===== config.mk =====
export PLATFORM = sky130hd
export DESIGN_NAME = pontuacao_seq
export DESIGN_NICKNAME = d
export VERILOG_FILES = /design/src/rtl/pontuacao_seq.sv
export SDC_FILE = /design/constraint.sdc
export NUM_CORES = 1
export LEC_CHECK = 0
export ABC_CLOCK_PERIOD_IN_PS = 2400
export CORE_MARGIN = 10
export CORE_UTILIZATION = 30
export CTS_CLUSTER_DIAMETER = 80
export DETAILED_ROUTE_END_ITERATION = 10
export DONT_BUFFER_PORTS = 1
export PLACE_DENSITY_LB_ADDON = 0.12
export SYNTH_ARGS = -nofsm -noshare
export SYNTH_HDL_FRONTEND = slang
export SYNTH_SLANG_ARGS = --single-unit

===== constraint.sdc =====
create_clock -name clock -period 2.4 [get_ports clock]
set_input_delay 0.36 -clock clock [delete_from_list [all_inputs] [get_ports clock]]
set_output_delay 0.36 -clock clock [all_outputs]
set_load 0.005 [all_outputs]

===== src/rtl/pontuacao_seq.sv =====
// rtl/pontuacao_seq.sv - sequential score unit: (level+1[+map]) x round via shift-add, saturation, high score
module pontuacao_seq #(
  parameter int P_ROUND      = 4,
  parameter int P_SETUP      = 2,
  parameter int P_POINTS     = 8,
  parameter int MAP_BONUS_EN = 0
) (
  input  logic                clock,
  input  logic                reset,
  input  logic                start,
  input  logic [P_ROUND-1:0]  round,
  input  logic [P_SETUP-1:0]  reg_setup_level,
  input  logic [P_SETUP-1:0]  reg_setup_mapa,
  input  logic                clear_high,
  output logic                busy,
  output logic                done,
  output logic [P_POINTS-1:0] points,
  output logic                overflow,
  output logic [P_POINTS-1:0] high_score,
  output logic                new_record
);

  localparam int MC_W   = P_SETUP + 2;
  localparam int ACC_W  = P_ROUND + P_SETUP + 2;
  localparam int STEP_W = $clog2(P_ROUND + 1);
  localparam int CW     = (ACC_W > P_POINTS) ? ACC_W : P_POINTS;

  typedef enum logic [1:0] {
    S_IDLE,
    S_MUL,
    S_SAT,
    S_DONE
  } state_t;

  state_t              state_q,      state_d;
  logic [MC_W-1:0]     mcand_q,      mcand_d;
  logic [P_ROUND-1:0]  mplier_q,     mplier_d;
  logic [ACC_W-1:0]    acc_q,        acc_d;
  logic [STEP_W-1:0]   step_q,       step_d;
  logic [P_POINTS-1:0] points_q,     points_d;
  logic                overflow_q,   overflow_d;
  logic [P_POINTS-1:0] high_q,       high_d;
  logic                new_rec_q,    new_rec_d;

  logic [MC_W-1:0]     mcand_in;
  logic [ACC_W-1:0]    partial;
  logic [CW-1:0]       acc_ext;
  logic [CW-1:0]       max_pts;
  logic                sat;
  logic [P_POINTS-1:0] sat_val;

  always_comb begin
    max_pts                = '0;
    max_pts[P_POINTS-1:0]  = '1;
  end

  always_comb begin
    mcand_in = MC_W'(reg_setup_level) + MC_W'(1);
    if (MAP_BONUS_EN != 0) begin
      mcand_in = mcand_in + MC_W'(reg_setup_mapa);
    end
    // Accumulator is wide enough for the full product, so only the final value is saturated.
    partial = mplier_q[0] ? (ACC_W'(mcand_q) << step_q) : '0;
    acc_ext = CW'(acc_q);
    sat     = acc_ext > max_pts;
    sat_val = sat ? '1 : acc_ext[P_POINTS-1:0];
  end

  always_comb begin
    state_d    = state_q;
    mcand_d    = mcand_q;
    mplier_d   = mplier_q;
    acc_d      = acc_q;
    step_d     = step_q;
    points_d   = points_q;
    overflow_d = overflow_q;
    high_d     = high_q;
    new_rec_d  = new_rec_q;

    case (state_q)
      S_IDLE: begin
        if (start) begin
          mcand_d   = mcand_in;
          mplier_d  = round;
          acc_d     = '0;
          step_d    = '0;
          new_rec_d = 1'b0;
          state_d   = S_MUL;
        end
      end
      S_MUL: begin
        acc_d    = acc_q + partial;
        mplier_d = mplier_q >> 1;
        step_d   = step_q + STEP_W'(1);
        if (step_q == STEP_W'(P_ROUND - 1)) begin
          state_d = S_SAT;
        end
      end
      S_SAT: begin
        points_d   = sat_val;
        overflow_d = sat;
        new_rec_d  = 1'b0;
        if (sat_val > high_q) begin
          high_d    = sat_val;
          new_rec_d = 1'b1;
        end
        state_d = S_DONE;
      end
      S_DONE: begin
        state_d = S_IDLE;
      end
      default: begin
        state_d = S_IDLE;
      end
    endcase

    // A clear on the SAT edge overrides any record just set.
    if (clear_high) begin
      high_d = '0;
      if (state_q == S_SAT) begin
        new_rec_d = 1'b0;
      end
    end
  end

  always_ff @(posedge clock or negedge reset) begin
    if (!reset) begin
      state_q    <= S_IDLE;
      mcand_q    <= '0;
      mplier_q   <= '0;
      acc_q      <= '0;
      step_q     <= '0;
      points_q   <= '0;
      overflow_q <= 1'b0;
      high_q     <= '0;
      new_rec_q  <= 1'b0;
    end else begin
      state_q    <= state_d;
      mcand_q    <= mcand_d;
      mplier_q   <= mplier_d;
      acc_q      <= acc_d;
      step_q     <= step_d;
      points_q   <= points_d;
      overflow_q <= overflow_d;
      high_q     <= high_d;
      new_rec_q  <= new_rec_d;
    end
  end

  assign busy       = (state_q != S_IDLE);
  assign done       = (state_q == S_DONE);
  assign points     = points_q;
  assign overflow   = overflow_q;
  assign high_score = high_q;
  assign new_record = new_rec_q;

endmodule

==> results_dict.tcl, run 1 <==
set metrics [dict create \
    detail-route-antenna-nets 0 \
    power_density_nw_per_um2 1163 \
    max_freq_ghz 0.4416 \
    worstSetupStartpoint "step_q[0]$_DFFE_PN0P_" \
    ys_seq_area_frac 0.4139 \
    die_w_um 106.4 \
    rsz0062_at_grt "no" \
    synth_area_leaders "dfrtp_1, ha_1, mux2_2, mux2i_1, nand2_1" \
    grt_pass1_vias 1591 \
    netlist_instances 219 \
    power_w 0.003034 \
    dieArea_um2 11310 \
    synthTopCellsByCount "dfrtp_1, ha_1, nand2_1, inv_1, nor2_1" \
    die_h_um 106.4 \
    place_congestion 0.7391 \
    worstReg2RegEnd "acc_ext[6]$_DFFE_PN0P_" \
    coreArea_um2 7253 \
    ys_ff_latch 37 \
    cp-end-kind "register" \
    rr_startpoint "step_q[0]$_DFFE_PN0P_" \
    synth_cell_type_count 41 \
    insertion_delay_ps 290 \
    post-route-period-util 0.9435 \
    cts.sinks 37 \
    critPathArrivalTime_ps 2440 \
    yosysMostFrequentCell "dfrtp_1" \
    cts.path.max_buffers 2 \
    syn_to_final_growth_pct 16.61 \
    criticalPathCategory "reg -> reg" \
    async_flop_share 1.000 \
    cts_made_buffers 5 \
    finalNonFillerCells 332 \
    skew_ps 7.652 \
    fin_crit_ps 2264 \
    grt_use_total 0.09396 \
    rr_worst_depth 9 \
    max_cap_viol_count 0 \
    wl_mm 5.280 \
    rrSetupSlack_ps 140 \
    synth_top_area_frac 0.4139 \
    portBuffers 0 \
    grt_max_degree 38 \
    ctsRootBufferMaster "clkbuf_8" \
    drc_errors 0 \
    wl_per_cell_um 15.90 \
    row_count 31 \
    synth_flop_cell "dfrtp_1" \
    grt_pass1_wl_mm 8.618 \
    synth-edff-count 0 \
    dp_hpwl_mm 3.879 \
    synth_warnings 0 \
    hp-class "in -> reg" \
    path_max_fanout 5 \
    critPathCapture "acc_ext[6]$_DFFE_PN0P_" \
    finalMaxSlewViolations 0 \
    overflow 0 \
    leakage_nw 1.185 \
    hold_violations 0 \
    syn_area_per_cell_um2 10.22 \
    initial_core_util 0.3084 \
    synth.largest_area_cell "dfrtp_1" \
    setup_violations 0 \
    netlist_area_um2 2237 \
    pin_count 32 \
    vias_per_cell 4.765 \
    clk_pin_slew_ps 80 \
    layout.nets 267 \
    status "finished clean" \
    cts_tree "done" \
    irDropWorstVdd_uv 504.3 \
    firstDrtPassIters 4 \
    drtIter0Drc 41 \
    antenna_found_initial 0 \
    fill_cells 750 \
    required_ps 2570 \
    antennaDiodeCount 0 \
    cts_max_level 2 \
    dp.cells 320 \
    fin_setup_tns_ps 0 \
    drive_gt1_frac 0.2060 \
    dr_total_vias 1582 \
    start_kind "register" \
    synthesis.nets 254 \
]
-- through the flow --
step                hold WS (ps)  utilization  setup slack [ps]  instance area [µm²]
detailed placement         66.68       0.3297             70.98                 2391
global placement           66.89       0.3297             58.57                 2391
finish                     122.8       0.3597             135.6                 2609
floorplan                  64.41            -             174.5                 2237
CTS                        111.8       0.3523             38.80                 2555
global route               100.1       0.3597             8.035                 2609
-- critical path: stages, from the launching register on --
cell	delay (ps)
dfrtp_2	460
mux2i_2	170
mux2_2	280
nor2_1	130
ha_1	290
a21o_1	210
a21o_1	200
a21oi_2	160
mux2i_1	190
nand2_1	60
-- area by class of cell --
cell class / count / area [µm²] / share of cell area
Multi-Input combinational cell: 156 / 1225 / 0.4695
Sequential cell: 37 / 927.1 / 0.3554
Timing Repair Buffer: 17 / 142.6 / 0.05468
Tap cell: 99 / 123.9 / 0.04748
Clock buffer: 5 / 68.82 / 0.02638
Clock inverter: 3 / 65.06 / 0.02494
Inverter: 15 / 56.30 / 0.02158
-- sequential cells by signal, summed over array words and instances (netlist names) --
signal	count
state_q	2
new_record	1
acc_ext	8
mplier_q	4
mcand_q	3
high_score	8
step_q	3
points	8
-- logic make-up after synthesis --
| group | count (synthesis) | share of synthesized area |
|---|---|---|
| AO/OA/AOI/OAI | 53 | 0.1577 |
| XOR/XNOR | 4 | 0.01566 |
| adder cells (fa/ha/maj) | 23 | 0.1320 |
| buffers and inverters | 26 | 0.05537 |
| flip-flops | 37 | 0.4139 |
| multiplexers | 22 | 0.1063 |
| other | 1 | 0.001676 |
| AND/OR/NAND/NOR | 53 | 0.1174 |
-- layer usage --
layer,GRT usage,wire (µm),vias up
li1,-,-,806
met1,0.1241,2576,748
met2,0.1383,2353,26
met3,0.03925,317,2
met4,0.02321,33,0
met5,0,0,-
-- power breakdown --
| part | total, W | internal (W) | leakage [nW] | switching, W |
|---|---|---|---|---|
| Clock | 0.000649 | 0.000413 | 0.0681 | 0.000236 |
| Sequential | 0.000994 | 0.000808 | 0.486 | 0.000186 |
| Combinational | 0.00139 | 0.000654 | 0.630 | 0.000737 |
-- how the worst min path moves through the flow --
stage | start | end | slack (ps) | cells after the start
floorplan | reset | acc_ext[0]$_DFFE_PN0P_ | 60 | 0
global placement | reset | mplier_q[1]$_DFFE_PN0P_ | 70 | 0
detailed placement | reset | mplier_q[1]$_DFFE_PN0P_ | 70 | 0
CTS | clear_high | high_score[1]$_DFFE_PN0P_ | 110 | 1
global route | clear_high | high_score[1]$_DFFE_PN0P_ | 100 | 1
finish | clear_high | high_score[1]$_DFFE_PN0P_ | 120 | 1
-- repair_timing --
action,CTS,global route
setup buffers,0,2
endpoints found under the hold margin,37,0
hold buffers,2,0
endpoints found under the setup margin,0,4
resized for setup,0,10
-- cells in the final DEF, fill, tap and decap left out, types with 3 or more instances in the layout --
cell / instances
a211oi_1: 3
a211oi_2: 3
a21o_1: 6
a21oi_1: 7
a21oi_2: 3
a31oi_1: 3
a32o_1: 3
buf_4: 15
clkbuf_8: 5
dfrtp_1: 36
ha_1: 22
inv_1: 15
mux2_2: 11
mux2i_1: 9
nand2_1: 20
nor2_1: 12
nor3b_1: 3
o21ai_0: 10
o22ai_1: 7
xnor2_1: 4
Power figures use the tool's default switching activity.
==> run 2: changes to the inputs <==
--- a/config.mk
+++ b/config.mk
@@ -8,7 +8,6 @@
 export ABC_CLOCK_PERIOD_IN_PS = 2400
 export CORE_MARGIN = 10
 export CORE_UTILIZATION = 30
-export CTS_CLUSTER_DIAMETER = 80
 export DETAILED_ROUTE_END_ITERATION = 10
 export DONT_BUFFER_PORTS = 1
 export PLACE_DENSITY_LB_ADDON = 0.12
==> results of run 2 <==
No change in the layout: final DEF, timing and power equal those of run 1.
==> run 3: changes to the inputs <==
--- a/config.mk
+++ b/config.mk
@@ -7,7 +7,8 @@
 export LEC_CHECK = 0
 export ABC_CLOCK_PERIOD_IN_PS = 2400
 export CORE_MARGIN = 10
-export CORE_UTILIZATION = 30
+export CORE_UTILIZATION = 57
+export CTS_CLUSTER_DIAMETER = 200
 export DETAILED_ROUTE_END_ITERATION = 10
 export DONT_BUFFER_PORTS = 1
 export PLACE_DENSITY_LB_ADDON = 0.12
==> run 3 against run 2 <==
  * Combinational power fell by 3%
  * Sequential power barely moved
  * First-iteration DRC count rose by 140%
  * Non-clock buffer count fell by 5
  * Clock skew fell by 1.6 ps
  * Sequential share of layout area rose by 1.9 points
  * Fmax fell by 3.4%
  * Clock power fell by 34%
==> results_dict.tcl, run 3 (same netlist as run 1, synthesis figures left out) <==
set metrics [dict create \
    mostFrequentLayoutCell "dfrtp_1" \
    grt_pass1_wl_mm 7.990 \
    drc_errors 0 \
    vias_per_cell 5.982 \
    multiInputGateArea_um2 1245 \
    cts.path.max_buffers 2 \
    status "finished clean" \
    cts.sinks 37 \
    dp_hpwl_mm 3.661 \
    die_h_um 82.65 \
    postLayoutCellArea_um2 2481 \
    leakage_nw 1.133 \
    portBuffers 0 \
    dpl-instance-area_um2 2297 \
    post-route-period-util 0.9771 \
    pin_count 32 \
    grt_max_degree 38 \
    cts_max_level 2 \
    intPower_w 0.001653 \
    critPathArrivalTime_ps 2520 \
    die_w_um 82.65 \
    cp-end-kind "register" \
    wl_met1_mm 1.910 \
    hold_violations 0 \
    fill_cells 299 \
    wl_met2_mm 2.508 \
    antennaDiodeCount 0 \
    firstDrtPassIters 4 \
    layout.nets 262 \
    pwr-share-clk 0.154 \
    max_freq_ghz 0.4264 \
    final_cell_mix "dfrtp_1, ha_1, nand2_1" \
    path_max_fanout 7 \
    drive_gt1_frac 0.1894 \
    coreArea_um2 3716 \
    worst_pin_slew_ps 862.7 \
    wl_per_cell_um 17.55 \
    fin_crit_ps 2345 \
    setup_violations 0 \
    cts_tree "done" \
    ctsRootBufferMaster "clkbuf_8" \
    initial_core_util 0.6020 \
    top_layer "met4" \
    grt_use_total 0.1495 \
    power_switching_w 0.001126 \
    row_count 22 \
    irDropWorstVdd_uv 623.4 \
    seq_area_um2 928.4 \
    cts_made_buffers 5 \
    wl_mm 4.826 \
    criticalPathCategory "reg -> reg" \
    rsz0062_at_grt "yes" \
    routed-wl-met3_um 371 \
    seq_power_share 0.360 \
    finalWorstSetupSlack_ps 54.97 \
    overflow 0 \
    syn_to_final_growth_pct 10.91 \
    max_cap_viol_count 0 \
    grt_pass1_vias 1729 \
    place_congestion 0.8186 \
    required_ps 2570 \
    finalMaxSlewViolations 0 \
    skew_ps 6.026 \
    dieArea_um2 6831 \
    hp-class "in -> reg" \
    drtIter0Drc 100 \
    clk_pin_slew_ps 70 \
    dr_total_vias 1645 \
    detail-route-antenna-nets 0 \
    power_density_nw_per_um2 1120 \
    pre_cts_slack_ps -16.57 \
    start_kind "register" \
    antenna_found_initial 0 \
    slew_headroom 0.4210 \
    insertion_delay_ps 290 \
    swShare 0.4052 \
    power_frac_comb 0.486 \
]
run 3: final timing paths:
check                                        startpoint                   endpoint  slack, ps  depth (start not counted)
min in group asynchronous                         reset  high_score[5]$_DFFE_PN0P_        530                          2
worst min register to register  mplier_q[2]$_DFFE_PN0P_    mplier_q[2]$_DFFE_PN0P_        530                          2
worst min-delay path                         clear_high  high_score[1]$_DFFE_PN0P_        130                          1
worst max-delay path              step_q[0]$_DFFE_PN0P_     acc_ext[6]$_DFFE_PN0P_         50                          9
max in group asynchronous                         reset      step_q[0]$_DFFE_PN0P_       1670                          2
worst max register to register    step_q[0]$_DFFE_PN0P_     acc_ext[6]$_DFFE_PN0P_         50                          9
run 3: layout make-up:
cell class,instances,area share
flip-flops and latches,37,0.3742
repair buffers,12,0.04236
multi-input cells,156,0.5018
well taps,48,0.02421
inverters,15,0.02269
clock buffers,7,0.03480
run 3: power groups by stage:
| stage | logic [W] | clock network (W) | registers [W] |
|---|---|---|---|
| finish | 0.00135 | 0.000428 | 0.00100 |
| global route | 0.00152 | 0.000484 | 0.00103 |
| floorplan | 0.00104 | 0 | 0.000939 |
| CTS | 0.00128 | 0.000445 | 0.000993 |
| detailed placement | 0.00126 | 0 | 0.00100 |
| global placement | 0.00119 | 0 | 0.000989 |
run 3: metal layers:
layer | GRT usage | up-vias
li1 | - | 793
met1 | 0.1623 | 809
met2 | 0.2593 | 38
met3 | 0.06263 | 5
met4 | 0.04515 | 0
met5 | 0 | -
run 3: worst max-delay path, cell delays in order, from the launching register on:
cell and delay (ps):
dfrtp_2 470, mux2i_2 180, mux2_2 290, nor2_1 130
ha_1 290, a21o_1 210, a21o_1 220, a21oi_2 170
mux2i_1 200, nand2_1 60
run 3: what timing repair did:
action / 4_1_cts / 5_1_grt
setup buffers: 0 / 1
hold buffers: 2 / 0
endpoints found under the setup margin: 2 / 10
resized for setup: 1 / 12
pin swaps: 0 / 2
hold endpoints to repair: 37 / 0
run 3: stage by stage:
step           hold slack (ps)  power [W]  TNS (ps)  utilization  std cells
2_1_floorplan            64.41   0.001976         0            -        219
3_3_place_gp             65.61   0.002183         0       0.6182        265
3_5_place_dp             65.63   0.002261    -20.59       0.6182        265
4_1_cts                  120.3   0.002723         0       0.6498        274
5_1_grt                  105.4   0.003035    -64.74       0.6677        275
6_report                 128.9   0.002779         0       0.6677        275
